### config.mk
export PLATFORM = sky130hd
export DESIGN_NAME = text_buffer_uart_dump_flat
export DESIGN_NICKNAME = d
export VERILOG_FILES = /design/src/rtl/text_buffer_uart_dump_pkg.sv /design/src/rtl/text_buffer_uart_dump_if.sv /design/src/rtl/uart_tx_core.sv /design/src/rtl/text_buffer_uart_dump.sv /design/src/flat_wrapper.sv
export SDC_FILE = /design/constraint.sdc
export NUM_CORES = 1
export LEC_CHECK = 0
export BUFFER_PORTS_ARGS = -buffer_cell sky130_fd_sc_hd__clkbuf_2
export CAP_MARGIN = 20
export CORE_ASPECT_RATIO = 0.6
export CORE_MARGIN = 5
export CORE_UTILIZATION = 50
export DETAILED_ROUTE_END_ITERATION = 16
export PLACE_DENSITY = 0.78
export SKIP_LAST_GASP = 1
export SLEW_MARGIN = 20
export SYNTH_ARGS = -nofsm -noshare
export SYNTH_HDL_FRONTEND = slang
export SYNTH_SLANG_ARGS = --single-unit
### constraint.sdc
create_clock -name clk -period 2.65 [get_ports clk]
set_input_delay 0.53 -clock clk [delete_from_list [all_inputs] [get_ports clk]]
set_output_delay 0.53 -clock clk [all_outputs]
set_load 0.05 [all_outputs]
### src/rtl/text_buffer_uart_dump_pkg.sv
// Shared constants and types for the text buffer receive and dump paths.
// Both sides agree on grid size, control characters and the dump FSM encoding.
package text_buffer_uart_dump_pkg;

    localparam logic [7:0] ASCII_CR    = 8'h0D;
    localparam logic [7:0] ASCII_LF    = 8'h0A;
    localparam logic [7:0] ASCII_SPACE = 8'h20;

    localparam int unsigned TEXT_COLS = 32;
    localparam int unsigned TEXT_ROWS = 4;

    typedef enum logic [2:0] {
        StIdle,
        StFetch,
        StLatch,
        StSend,
        StCr,
        StLf,
        StFin
    } dump_state_e;

    // Control codes and DEL/high bytes would upset a terminal; show them as blanks.
    function automatic logic [7:0] printable(input logic [7:0] c);
        if (c < ASCII_SPACE || c >= 8'h7F) begin
            return ASCII_SPACE;
        end
        return c;
    endfunction

endpackage

### src/rtl/text_buffer_uart_dump_if.sv
// Dump request/status, character RAM read port and serial line of the dump block.
// The slave modport is the dump block; the master side is the requester plus RAM.
interface text_buffer_uart_dump_if
    import text_buffer_uart_dump_pkg::*;
#(
    parameter int unsigned COLS = TEXT_COLS,
    parameter int unsigned ROWS = TEXT_ROWS
) ();

    logic                      start;
    logic [7:0]                rdata;
    logic [$clog2(ROWS)-1:0]   ry;
    logic [$clog2(COLS)-1:0]   rx;
    logic                      tx;
    logic                      busy;
    logic                      done;

    modport slave (
        input  start,
        input  rdata,
        output ry,
        output rx,
        output tx,
        output busy,
        output done
    );

    modport master (
        output start,
        output rdata,
        input  ry,
        input  rx,
        input  tx,
        input  busy,
        input  done
    );

endinterface

### src/rtl/uart_tx_core.sv
// 8N1 serial transmitter: start bit, 8 data bits LSB first, one stop bit.
// Each bit is held for BIT_DIV clocks; tx_done pulses for one clock after the stop bit.
module uart_tx_core #(
    parameter int unsigned BIT_DIV = 10416
) (
    input  logic       clk,
    input  logic       reset,
    input  logic       tx_start,
    input  logic [7:0] tx_data,
    output logic       tx,
    output logic       tx_busy,
    output logic       tx_done
);

    localparam int unsigned DIV_W = (BIT_DIV > 1) ? $clog2(BIT_DIV) : 1;
    localparam logic [DIV_W-1:0] DIV_LAST = DIV_W'(BIT_DIV - 1);
    localparam logic [3:0] BIT_LAST = 4'd9;

    logic [DIV_W-1:0] div_q, div_d;
    logic [3:0]       bit_q, bit_d;
    logic [8:0]       shift_q, shift_d;
    logic             tx_q, tx_d;
    logic             busy_q, busy_d;
    logic             done_q, done_d;

    always_comb begin
        div_d   = div_q;
        bit_d   = bit_q;
        shift_d = shift_q;
        tx_d    = tx_q;
        busy_d  = busy_q;
        done_d  = 1'b0;

        if (!busy_q) begin
            if (tx_start) begin
                busy_d  = 1'b1;
                tx_d    = 1'b0;
                shift_d = {1'b1, tx_data};
                div_d   = '0;
                bit_d   = '0;
            end
        end else if (div_q == DIV_LAST) begin
            div_d = '0;
            if (bit_q == BIT_LAST) begin
                busy_d = 1'b0;
                done_d = 1'b1;
                tx_d   = 1'b1;
            end else begin
                // The stop bit is the top of the shift register, so it falls out last.
                tx_d    = shift_q[0];
                shift_d = {1'b1, shift_q[8:1]};
                bit_d   = bit_q + 4'd1;
            end
        end else begin
            div_d = div_q + DIV_W'(1);
        end
    end

    always_ff @(posedge clk or negedge reset) begin
        if (!reset) begin
            div_q   <= '0;
            bit_q   <= '0;
            shift_q <= '1;
            tx_q    <= 1'b1;
            busy_q  <= 1'b0;
            done_q  <= 1'b0;
        end else begin
            div_q   <= div_d;
            bit_q   <= bit_d;
            shift_q <= shift_d;
            tx_q    <= tx_d;
            busy_q  <= busy_d;
            done_q  <= done_d;
        end
    end

    assign tx      = tx_q;
    assign tx_busy = busy_q;
    assign tx_done = done_q;

endmodule

### src/rtl/text_buffer_uart_dump.sv
// Streams the whole character RAM out over UART as 8N1, appending CR/LF after each row,
// so a terminal mirrors the VGA text grid. Owns the RAM read address while dumping.
module text_buffer_uart_dump
    import text_buffer_uart_dump_pkg::*;
#(
    parameter int unsigned CLK_FREQ = 100000000,
    parameter int unsigned BAUD     = 9600,
    parameter int unsigned COLS     = TEXT_COLS,
    parameter int unsigned ROWS     = TEXT_ROWS
) (
    input  logic                   clk,
    input  logic                   reset,
    text_buffer_uart_dump_if.slave bus
);

    localparam int unsigned BIT_DIV = CLK_FREQ / BAUD;
    localparam int unsigned RX_W    = (COLS > 1) ? $clog2(COLS) : 1;
    localparam int unsigned RY_W    = (ROWS > 1) ? $clog2(ROWS) : 1;
    localparam logic [RX_W-1:0] RX_LAST = RX_W'(COLS - 1);
    localparam logic [RY_W-1:0] RY_LAST = RY_W'(ROWS - 1);

    dump_state_e     state_q, state_d;
    logic [RY_W-1:0] ry_q, ry_d;
    logic [RX_W-1:0] rx_q, rx_d;
    logic [7:0]      byte_q, byte_d;
    logic            busy_q, busy_d;
    logic            done_q, done_d;
    logic            launched_q, launched_d;

    logic            tx_start;
    logic [7:0]      tx_data;
    logic            tx_line;
    logic            tx_busy;
    logic            tx_done;

    always_comb begin
        state_d    = state_q;
        ry_d       = ry_q;
        rx_d       = rx_q;
        byte_d     = byte_q;
        busy_d     = busy_q;
        done_d     = 1'b0;
        launched_d = launched_q;
        tx_start   = 1'b0;
        tx_data    = byte_q;

        unique case (state_q)
            StIdle: begin
                if (bus.start) begin
                    ry_d    = '0;
                    rx_d    = '0;
                    busy_d  = 1'b1;
                    state_d = StFetch;
                end
            end
            StFetch: begin
                state_d = StLatch;
            end
            StLatch: begin
                byte_d  = printable(bus.rdata);
                state_d = StSend;
            end
            StSend: begin
                tx_start = !launched_q;
                if (tx_done) begin
                    if (rx_q == RX_LAST) begin
                        state_d = StCr;
                    end else begin
                        rx_d    = rx_q + RX_W'(1);
                        state_d = StFetch;
                    end
                end
            end
            StCr: begin
                tx_start = !launched_q;
                tx_data  = ASCII_CR;
                if (tx_done) begin
                    state_d = StLf;
                end
            end
            StLf: begin
                tx_start = !launched_q;
                tx_data  = ASCII_LF;
                if (tx_done) begin
                    if (ry_q == RY_LAST) begin
                        ry_d    = '0;
                        rx_d    = '0;
                        busy_d  = 1'b0;
                        done_d  = 1'b1;
                        state_d = StFin;
                    end else begin
                        ry_d    = ry_q + RY_W'(1);
                        rx_d    = '0;
                        state_d = StFetch;
                    end
                end
            end
            StFin: begin
                state_d = StIdle;
            end
            default: begin
                state_d = StIdle;
            end
        endcase

        // Request a byte once per character slot; the core's done ends the slot.
        if (tx_start && !tx_busy) begin
            launched_d = 1'b1;
        end
        if (tx_done) begin
            launched_d = 1'b0;
        end
    end

    always_ff @(posedge clk or negedge reset) begin
        if (!reset) begin
            state_q    <= StIdle;
            ry_q       <= '0;
            rx_q       <= '0;
            byte_q     <= ASCII_SPACE;
            busy_q     <= 1'b0;
            done_q     <= 1'b0;
            launched_q <= 1'b0;
        end else begin
            state_q    <= state_d;
            ry_q       <= ry_d;
            rx_q       <= rx_d;
            byte_q     <= byte_d;
            busy_q     <= busy_d;
            done_q     <= done_d;
            launched_q <= launched_d;
        end
    end

    uart_tx_core #(
        .BIT_DIV (BIT_DIV)
    ) u_tx (
        .clk      (clk),
        .reset    (reset),
        .tx_start (tx_start),
        .tx_data  (tx_data),
        .tx       (tx_line),
        .tx_busy  (tx_busy),
        .tx_done  (tx_done)
    );

    assign bus.ry   = ry_q;
    assign bus.rx   = rx_q;
    assign bus.tx   = tx_line;
    assign bus.busy = busy_q;
    assign bus.done = done_q;

endmodule

### src/flat_wrapper.sv
// flat-port wrapper written by rule: the top's interface ports become plain ports
module text_buffer_uart_dump_flat import text_buffer_uart_dump_pkg::*;
#(
    parameter int unsigned CLK_FREQ = 100000000,
    parameter int unsigned BAUD     = 9600,
    parameter int unsigned COLS     = TEXT_COLS,
    parameter int unsigned ROWS     = TEXT_ROWS
)
  (clk, reset, bus_start, bus_rdata, bus_ry, bus_rx, bus_tx, bus_busy, bus_done);
  text_buffer_uart_dump_if #(.COLS(COLS), .ROWS(ROWS)) bus_i ();
  input  logic clk;
  input  logic reset;
  input wire logic [$bits(bus_i.start)-1:0] bus_start;
  input wire logic [$bits(bus_i.rdata)-1:0] bus_rdata;
  output wire logic [$bits(bus_i.ry)-1:0] bus_ry;
  output wire logic [$bits(bus_i.rx)-1:0] bus_rx;
  output wire logic [$bits(bus_i.tx)-1:0] bus_tx;
  output wire logic [$bits(bus_i.busy)-1:0] bus_busy;
  output wire logic [$bits(bus_i.done)-1:0] bus_done;
  assign bus_i.start = bus_start;
  assign bus_i.rdata = bus_rdata;
  assign bus_ry = bus_i.ry;
  assign bus_rx = bus_i.rx;
  assign bus_tx = bus_i.tx;
  assign bus_busy = bus_i.busy;
  assign bus_done = bus_i.done;
  text_buffer_uart_dump #(.CLK_FREQ(CLK_FREQ), .BAUD(BAUD), .COLS(COLS), .ROWS(ROWS)) u_core (.clk(clk), .reset(reset), .bus(bus_i));
endmodule
# Yosys cells after proc, flatten, opt, wreduce, memory -nomap -nowiden

Cells that the tools add are included.
W data, S select, Z words.

Eq/ne operators: 17
Add/sub/neg operators: 4
Order comparisons: 2
Reduce and logical (&&, ||, !) cells: 16
Multiplexer cells: 53

Operators by type and width:

| cell                    | count |
|---|---|
| $mux W14                | 3 |
| $mux W9                 | 4 |
| $mux W1                 | 22 |
| $mux W5                 | 4 |
| $mux W3                 | 6 |
| $pmux W3 S6             | 1 |
| $mux W4                 | 4 |
| $mux W8                 | 2 |
| $pmux W8 S2             | 1 |
| $pmux W5 S3             | 1 |
| $add A14 B1 Y14 const B | 1 |
| $eq A14 B14 Y1 const B  | 1 |
| $ne A2 B2 Y1 const B    | 6 |
| $ge A8 B7 Y1 const B    | 1 |
| $lt A8 B6 Y1 const B    | 1 |
| $reduce_and A4 Y1       | 2 |
| $eq A3 B2 Y1 const B    | 2 |
| $eq A3 B3 Y1 const B    | 2 |
| $mux W2                 | 3 |
| $reduce_and A3 Y1       | 2 |
| $reduce_bool A2 Y1      | 3 |
| $add A5 B1 Y5 const B   | 1 |
| $eq A5 B5 Y1 const B    | 1 |
| $reduce_and A5 Y1       | 1 |
| other kinds (15)        | 17 |

Output and inout port bits: 10
Bits in registers: 51

# Longest topological paths before layout

Gate-level depths: netlist of run 1.

Depth after elaboration: 6
Gate-level depth with buffers: 6

# Modules after synthesis

A second synthesis of run 1 with hierarchy kept.

Cell total of the unflattened synthesis: 275
Area total of the unflattened synthesis: 2700.1 um^2

Modules (own cells, without submodules):

| module                | seq. area each (um^2) | cells an instance | times used | area an instance (um^2) |
|---|---|---|---|---|
| uart_tx_core          | 737.0                 | 155               | 1          | 1586.5 |
| text_buffer_uart_dump | 526.8                 | 120               | 1          | 1113.6 |

# Worst setup path before layout of run 1

OpenSTA, ideal clock, no wires.

Path type: flip-flop to flip-flop
Start point: register u_core.rx_q[0], in the netlist u_core.bus.rx[0]
End point: register u_core.rx_q[3], in the netlist u_core.bus.rx[3]
Slack: 375 ps
Library setup time: 67 ps
Stages on the path, launching flop included: 7
Arrival: 2209 ps
Required time: 2583 ps
Cells stage by stage: dfrtp_1 > ha_1 > and3_1 > ha_1 > or3_1 > or4_1 > nand2_1

Longest elaborated chain between the ends: 4
Elaborated cells between the ends (all ways): 7
Those cells by class: add/sub: 1; eq/ne: 2; mux: 3; reduce/logical: 1

Ends and longest elaborated chain:

| item                   | RTL line                     | text |
|---|---|---|
| start, declared        | text_buffer_uart_dump.sv:24  | `logic [RX_W-1:0] rx_q, rx_d;` |
| start signal, assigned | text_buffer_uart_dump.sv:127 | `rx_q <= rx_d;` |
| $add A5 B1 Y5          | text_buffer_uart_dump.sv:69  | `rx_d = rx_q + RX_W'(1);` |
| $mux W5                | text_buffer_uart_dump.sv:66  | `if (rx_q == RX_LAST) begin` |
| $mux W5                | text_buffer_uart_dump.sv:65  | `if (tx_done) begin` |
| $pmux W5 S3            | text_buffer_uart_dump.sv:47  | `unique case (state_q)` |

Several ways; a longest one is shown, not always the timed one. The select of a mux whose other input is x is not followed.
A chain may end at the register's enable or synchronous reset.

# Worst setup path in the final report of run 1

Start point: register u_core.u_tx.div_q[8]
End point: register u_core.u_tx.div_q[12]

Longest elaborated chain between the ends: 3
Elaborated cells between the ends (all ways): 4
Those cells by class: add/sub: 1; eq/ne: 1; mux: 2

Ends and longest elaborated chain:

| item                                              | RTL line                               | text |
|---|---|---|
| start, declared                                   | uart_tx_core.sv:19                     | `logic [DIV_W-1:0] div_q, div_d;` |
| start signal, assigned                            | uart_tx_core.sv:68                     | `div_q <= div_d;` |
| $add A14 B1 Y14 or $eq A14 B14 Y1 (tied branches) | uart_tx_core.sv:55, uart_tx_core.sv:42 |  |
| $mux W14 (*)                                      | uart_tx_core.sv:42                     | `end else if (div_q == DIV_LAST) begin` |
| $mux W14 (*)                                      | uart_tx_core.sv:34                     | `if (!busy_q) begin` |

Mark *: on every way between the ends. The rest lies on a longest branch, timed or not.

==> results of run 1 <==
[layout make-up]
type                       count  area (sq um)
timing repair buffer          28           160
fill                         428          2170
tap                           66          82.6
clock inverter                 2          12.5
sequential                    50          1260
clock buffer                   6          93.8
multi-input combinational    203          1330
inverter                       6          22.5
[critical path: cells and delay by family, from the launching register on]
kind | cells | cell delay (ns)
simple gates | 1 | 0.58
buf+inv | 1 | 0.25
compound gates | 3 | 0.80
flops | 1 | 0.46
[routing by layer]
layer / part of all wire / vias to the layer above / routed length [microns]
met5: 0 / - / 0
met4: 0.011 / 0 / 61
met3: 0.046 / 6 / 260
met2: 0.42 / 54 / 2400
met1: 0.52 / 1059 / 2980
li1: - / 1049 / -
[placed cells by master (no fill, tap or decap), types with 5 or more instances in the layout]
| cell | Yosys | routed |
|---|---|---|
| dfstp_2 | 10 | 10 |
| buf_4 | 0 | 8 |
| clkbuf_8 | 0 | 5 |
| o21ai_0 | 17 | 17 |
| inv_1 | 6 | 6 |
| nand3_1 | 17 | 17 |
| nand2b_1 | 7 | 7 |
| nand2_1 | 32 | 32 |
| a22o_1 | 9 | 9 |
| clkbuf_2 | 0 | 20 |
| dfrtp_1 | 40 | 40 |
| mux2_2 | 7 | 7 |
| nand4_1 | 6 | 6 |
| or3_1 | 5 | 5 |
| nor2_1 | 20 | 20 |
| ha_1 | 6 | 6 |
| a21oi_1 | 6 | 6 |
| nor3_1 | 6 | 6 |
[worst max-delay path by stage]
stage	startpoint	to	slack, ns	depth (start not counted)
after global routing	u_core.u_tx.div_q[8]	u_core.u_tx.div_q[11]	0.39	5
after CTS	u_core.u_tx.div_q[8]	u_core.u_tx.div_q[12]	0.48	5
final	u_core.u_tx.div_q[8]	u_core.u_tx.div_q[12]	0.45	5
after detailed placement	u_core.u_tx.div_q[8]	u_core.u_tx.div_q[12]	0.50	5
after global placement	u_core.u_tx.div_q[8]	u_core.u_tx.bit_q[2]	0.54	3
after floorplan	u_core.bus.rx[0]	u_core.bus.rx[3]	0.37	6
[power by group]
group          leakage (nW)  switching, mW  internal (mW)
Clock                0.0572          0.272          0.245
Sequential            0.601        0.00574          0.778
Combinational         0.656         0.0254         0.0179
Total                  1.31          0.304           1.04
[metrics by stage]
| stage | cells | hold slack, ns |
|---|---|---|
| floorplan | 273 | 0.234 |
| global placement | 353 | 0.468 |
| detailed placement | 353 | 0.480 |
| CTS | 361 | 0.333 |
| global route | 361 | 0.385 |
| finish | 361 | 0.311 |
[kinds of logic (layout without fill, tap and decap cells)]
| kind of cell | after synthesis | in the layout | synth area share |
|---|---|---|---|
| mux | 10 | 10 | 0.0407 |
| fa+ha+maj | 6 | 6 | 0.0281 |
| simple gates | 120 | 120 | 0.243 |
| compound gates | 67 | 67 | 0.184 |
| buf+inv | 20 | 42 | 0.0314 |
| flops | 50 | 50 | 0.473 |
[registers in the layout (all words and copies together), names as in the netlist]
name                 flops
u_core.u_tx.bit_q        4
u_core.u_tx.shift_q      8
u_core.u_tx.tx           1
u_core.u_tx.tx_busy      1
u_core.bus.done          1
u_core.byte_q            8
u_core.u_tx.div_q       14
u_core.bus.busy          1
u_core.u_tx.tx_done      1
u_core.bus.ry            2
u_core.launched_q        1
u_core.state_q           3
u_core.bus.rx            5
==> impl_metrics.env, run 1 <==
export IMPL_syn_nets=290
export IMPL_ff2ff_path_depth=5
export IMPL_critPathSlowestCell="or4b_4"
export IMPL_synth_flop_cell="dfrtp_1"
export IMPL_busiest_layer="met1"
export IMPL_max_cap_violations=0
export IMPL_tightest_slew_ns=0.710
export IMPL_syn_area_sq_um=2670
export IMPL_r2r_start="u_core.u_tx.div_q[8]"
export IMPL_relSlewSlack=0.523
export IMPL_irDropWorstVdd_mv=0.250
export IMPL_worstSetupEndpointType="flop"
export IMPL_place_ws_ns=0.503
export IMPL_synth_top_area_share=0.375
export IMPL_post_route_util=0.577
export IMPL_io_pins=21
export IMPL_ant_nets=0
export IMPL_cp_max_fo=8
export IMPL_die_y_microns=66.6
export IMPL_synth_cells=273
export IMPL_use_met3=0.0368
export IMPL_maxSlewViolCount=0
export IMPL_setup_viol=0
export IMPL_wire_per_inst_microns=15.8
export IMPL_power_mw=1.34
export IMPL_ys_top_cells_by_count="dfrtp_1, nand2_1, nor2_1, nand3_1, o21ai_0"
export IMPL_yosys_top_cells_area="dfrtp_1, dfstp_2, nand2_1"
export IMPL_htreeDepth=2
export IMPL_crit_arrival_ns=2.40
export IMPL_startpoint_type="flop"
export IMPL_hold_path_class="in -> async"
export IMPL_fin_area_sq_um=2960
export IMPL_cts_sinks=50
export IMPL_vias=2168
export IMPL_root_buffer="clkbuf_8"
export IMPL_crit_path_max_incr_delay_ns=0.58
export IMPL_status="completed"
export IMPL_ys_seq_area_frac=0.473
export IMPL_core_area_sq_um=5130
export IMPL_dieArea_sq_um=6960
export IMPL_antenna_found_initial=0
export IMPL_clock_skew_ns=0.00940
export IMPL_grt_max_degree=51
export IMPL_r2r_end="u_core.u_tx.div_q[12]"
export IMPL_tns_ns=0
export IMPL_place_gp_congestion=0.803
export IMPL_drt_iter0_drc=178
export IMPL_placed_area_sq_um=2850
export IMPL_grt_usage=0.178
export IMPL_required_ns=2.85
export IMPL_period_needed_ns=2.20
export IMPL_portBuffers=20
export IMPL_cts_setup_buffers=0
export IMPL_ff2ff_setup_slack_ns=0.45
export IMPL_vias_per_cell=6.01
export IMPL_layout_setup_ws_ns=0.455
export IMPL_synth_cell_types=55
export IMPL_p_leak_nw=1.31
export IMPL_rsz0062_at_grt="false"
export IMPL_initial_core_util=0.521
export IMPL_powerDensity_nw_per_um2=454
export IMPL_ys_async_sr_fraction=1.00
export IMPL_clk_latency_ns=0.31
export IMPL_path_clk_slew_ns=0.10
export IMPL_hold_viol=0
export IMPL_drive_gt1_frac=0.217
export IMPL_synth_seq_cells=50
export IMPL_criticalPathCategory="reg -> reg"
export IMPL_synth_most_common_cell="dfrtp_1"
export IMPL_layout_nets=311
export IMPL_dp_hpwl_microns=4040
export IMPL_grt_pass1_vias=2135
export IMPL_yosysWarnings=0
export IMPL_die_w_microns=104
export IMPL_grt_pass1_wl_microns=10100
export IMPL_cts_resized=0
export IMPL_path_cells="or4b_4 > o41ai_2 > buf_4 > o21bai_1 > a21o_1"
export IMPL_drcViolationCount=0
export IMPL_use_met1=0.268
export IMPL_grt_overflow_total=0
export IMPL_first_pass_iters=4
export IMPL_synth_area_leader_cell="dfrtp_1"
export IMPL_hold_buffers=0
export IMPL_avgSynthCellArea_sq_um=9.79
export IMPL_grt_met2_usage=0.261
export IMPL_period_share=0.828
export IMPL_clockBufferDepth=2
export IMPL_antenna_cells=0
export IMPL_synthToLayoutAreaGrowth_pct=10.8
export IMPL_synth_edff_count=0
export IMPL_num_rows=20
export IMPL_fmax_mhz=456
export IMPL_cts_tree="done"
export IMPL_cts_buffers=5
export IMPL_wl_microns=5710
Power figures use the tool's default switching activity.
==> inputs of run 2 (changes only) <==
Settings changed: PLACE_DENSITY 0.78 to 0.81.
Clock period 2.65 ns to 1.79 ns, I/O delays scaled along.
==> run 2 against run 1 <==
Compared with the run above: the flow now finishes with violations (setup timing); global-route usage rose by 2.8 points; clock skew shrank 0.0058 ns; core utilization up 8.6 points; clock-buffer cell count increased by 1; die area stayed put; via count rose by 11%; critical endpoint is now u_core.u_tx.div_q[10]; highest routed layer unchanged.
==> impl_metrics.env, run 2 (synthesis results as in run 1) <==
export IMPL_fillerInstances=404
export IMPL_required_ns=1.99
export IMPL_startpoint_type="flop"
export IMPL_drcViolationCount=0
export IMPL_grt_overflow_total=0
export IMPL_layout_setup_ws_ns=-0.183
export IMPL_fmax_mhz=507
export IMPL_path_cells="or4b_4 > o41ai_4 > buf_4 > o21bai_1 > a21o_1"
export IMPL_cts_buffers=5
export IMPL_layout_commonest_cell="buf_4"
export IMPL_setup_viol=24
export IMPL_clockBufferDepth=2
export IMPL_io_pins=21
export IMPL_grt_max_degree=51
export IMPL_root_buffer="clkbuf_8"
export IMPL_drive_gt1_frac=0.357
export IMPL_first_pass_iters=4
export IMPL_powerDensity_nw_per_um2=607
export IMPL_die_w_microns=104
export IMPL_ant_nets=0
export IMPL_dieArea_sq_um=6960
export IMPL_largest_register="u_core.u_tx.div_q"
export IMPL_layout_nets=352
export IMPL_cts_tree="done"
export IMPL_antenna_found_initial=0
export IMPL_r2r_start="u_core.u_tx.div_q[10]"
export IMPL_grt_usage=0.206
export IMPL_hold_path_class="in -> async"
export IMPL_htreeDepth=2
export IMPL_crit_buf_inv=1
export IMPL_critPathSlowestCell="or4b_4"
export IMPL_fin_area_sq_um=3400
export IMPL_path_clk_slew_ns=0.09
export IMPL_violations="setup timing"
export IMPL_layout_common_cells="buf_4, dfrtp_1, nand2_1"
export IMPL_wl_microns=6730
export IMPL_grt_pass1_wl_microns=11500
export IMPL_irDropWorstVdd_mv=0.303
export IMPL_vias_per_cell=5.96
export IMPL_num_rows=20
export IMPL_hold_viol=0
export IMPL_cts_sinks=50
export IMPL_place_gp_congestion=0.842
export IMPL_core_area_sq_um=5130
export IMPL_clock_skew_ns=0.00361
export IMPL_portBuffers=20
export IMPL_max_cap_violations=0
export IMPL_cp_startpoint="u_core.u_tx.div_q[10]"
export IMPL_rsz0062_at_grt="true"
export IMPL_drt_iter0_drc=126
export IMPL_wire_per_inst_microns=16.7
export IMPL_die_y_microns=66.6
export IMPL_relSlewSlack=0.713
export IMPL_period_needed_ns=1.97
export IMPL_largest_register_ffs=14
export IMPL_initial_core_util=0.521
export IMPL_cp_max_fo=5
export IMPL_crit_arrival_ns=2.17
export IMPL_path_delay_family="compound AO/OA/AOI/OAI gates"
export IMPL_p_leak_nw=1.56
export IMPL_crit_path_max_incr_delay_ns=0.59
export IMPL_vias=2397
export IMPL_dp_hpwl_microns=4710
export IMPL_period_share=1.10
export IMPL_clk_latency_ns=0.30
export IMPL_criticalPathCategory="reg -> reg"
export IMPL_synthToLayoutAreaGrowth_pct=27.2
export IMPL_tightest_slew_ns=0.427
export IMPL_worstSetupEndpointType="flop"
export IMPL_grt_pass1_vias=2353
export IMPL_antenna_cells=0
export IMPL_placed_area_sq_um=3170
export IMPL_reg_top3="u_core.u_tx.div_q (14), u_core.byte_q (8), u_core.u_tx.shift_q (8)"
export IMPL_status="finished with violations"
export IMPL_maxSlewViolCount=0
export IMPL_power_mw=2.06
## run 2: area by class of cell
class,count,area [sq um],share of cell area
Clock buffer,7,86.3,0.0254
Tap cell,66,82.6,0.0243
Inverter,6,22.5,0.00662
Clock inverter,1,30.0,0.00883
Timing Repair Buffer,68,478,0.141
Sequential cell,50,1270,0.372
Multi-Input combinational cell,204,1430,0.422
## run 2: metal layers
metal	GRT usage	part of all wire	wire length (microns)	up-vias
met1	0.293	0.50	3400	1192
met4	0.0646	0.020	135	0
met2	0.312	0.43	2880	58
met5	0	0	0	-
met3	0.0484	0.047	317	16
li1	-	-	-	1131
## run 2: power by group
group / switching, mW / internal [mW] / total (mW)
registers: 0.00859 / 1.15 / 1.16
clock network: 0.378 / 0.456 / 0.834
logic: 0.0404 / 0.0298 / 0.0702
## run 2: worst paths after layout
| check | cells past startpoint | slack, ns | endpoint |
|---|---|---|---|
| setup / recovery | 5 | -0.18 | u_core.u_tx.div_q[10] |
| hold / removal | 2 | 0.02 | u_core.u_tx.div_q[0] |
| setup reg to reg | 5 | -0.18 | u_core.u_tx.div_q[10] |
| hold reg to reg | 1 | 0.50 | u_core.byte_q[7] |
| max in group asynchronous | 2 | 1.48 | u_core.u_tx.tx |
| min in group clk | 2 | 0.28 | u_core.byte_q[2] |
## run 2: repair_timing
item / in CTS / in global routing
gates resized for setup: 9 / 12
hold buffers: 0 / 0
gates cloned: 2 / 0
endpoints found under the setup margin: 23 / 36
buffers inserted: 1 / 1
pin swaps: 14 / 6
## run 2: metrics by stage
step | utilization | hold WS, ns | setup slack [ns] | TNS [ns] | cells
after floorplan | - | 0.0624 | -0.261 | -2.85 | 273
after global placement | 0.617 | 0.370 | -0.175 | -1.46 | 390
after detailed placement | 0.617 | 0.376 | -0.197 | -2.27 | 390
after CTS | 0.651 | 0.0430 | -0.160 | -2.57 | 401
after global routing | 0.663 | 0.0597 | -0.235 | -3.97 | 402
final | 0.663 | 0.0228 | -0.183 | -2.83 | 402
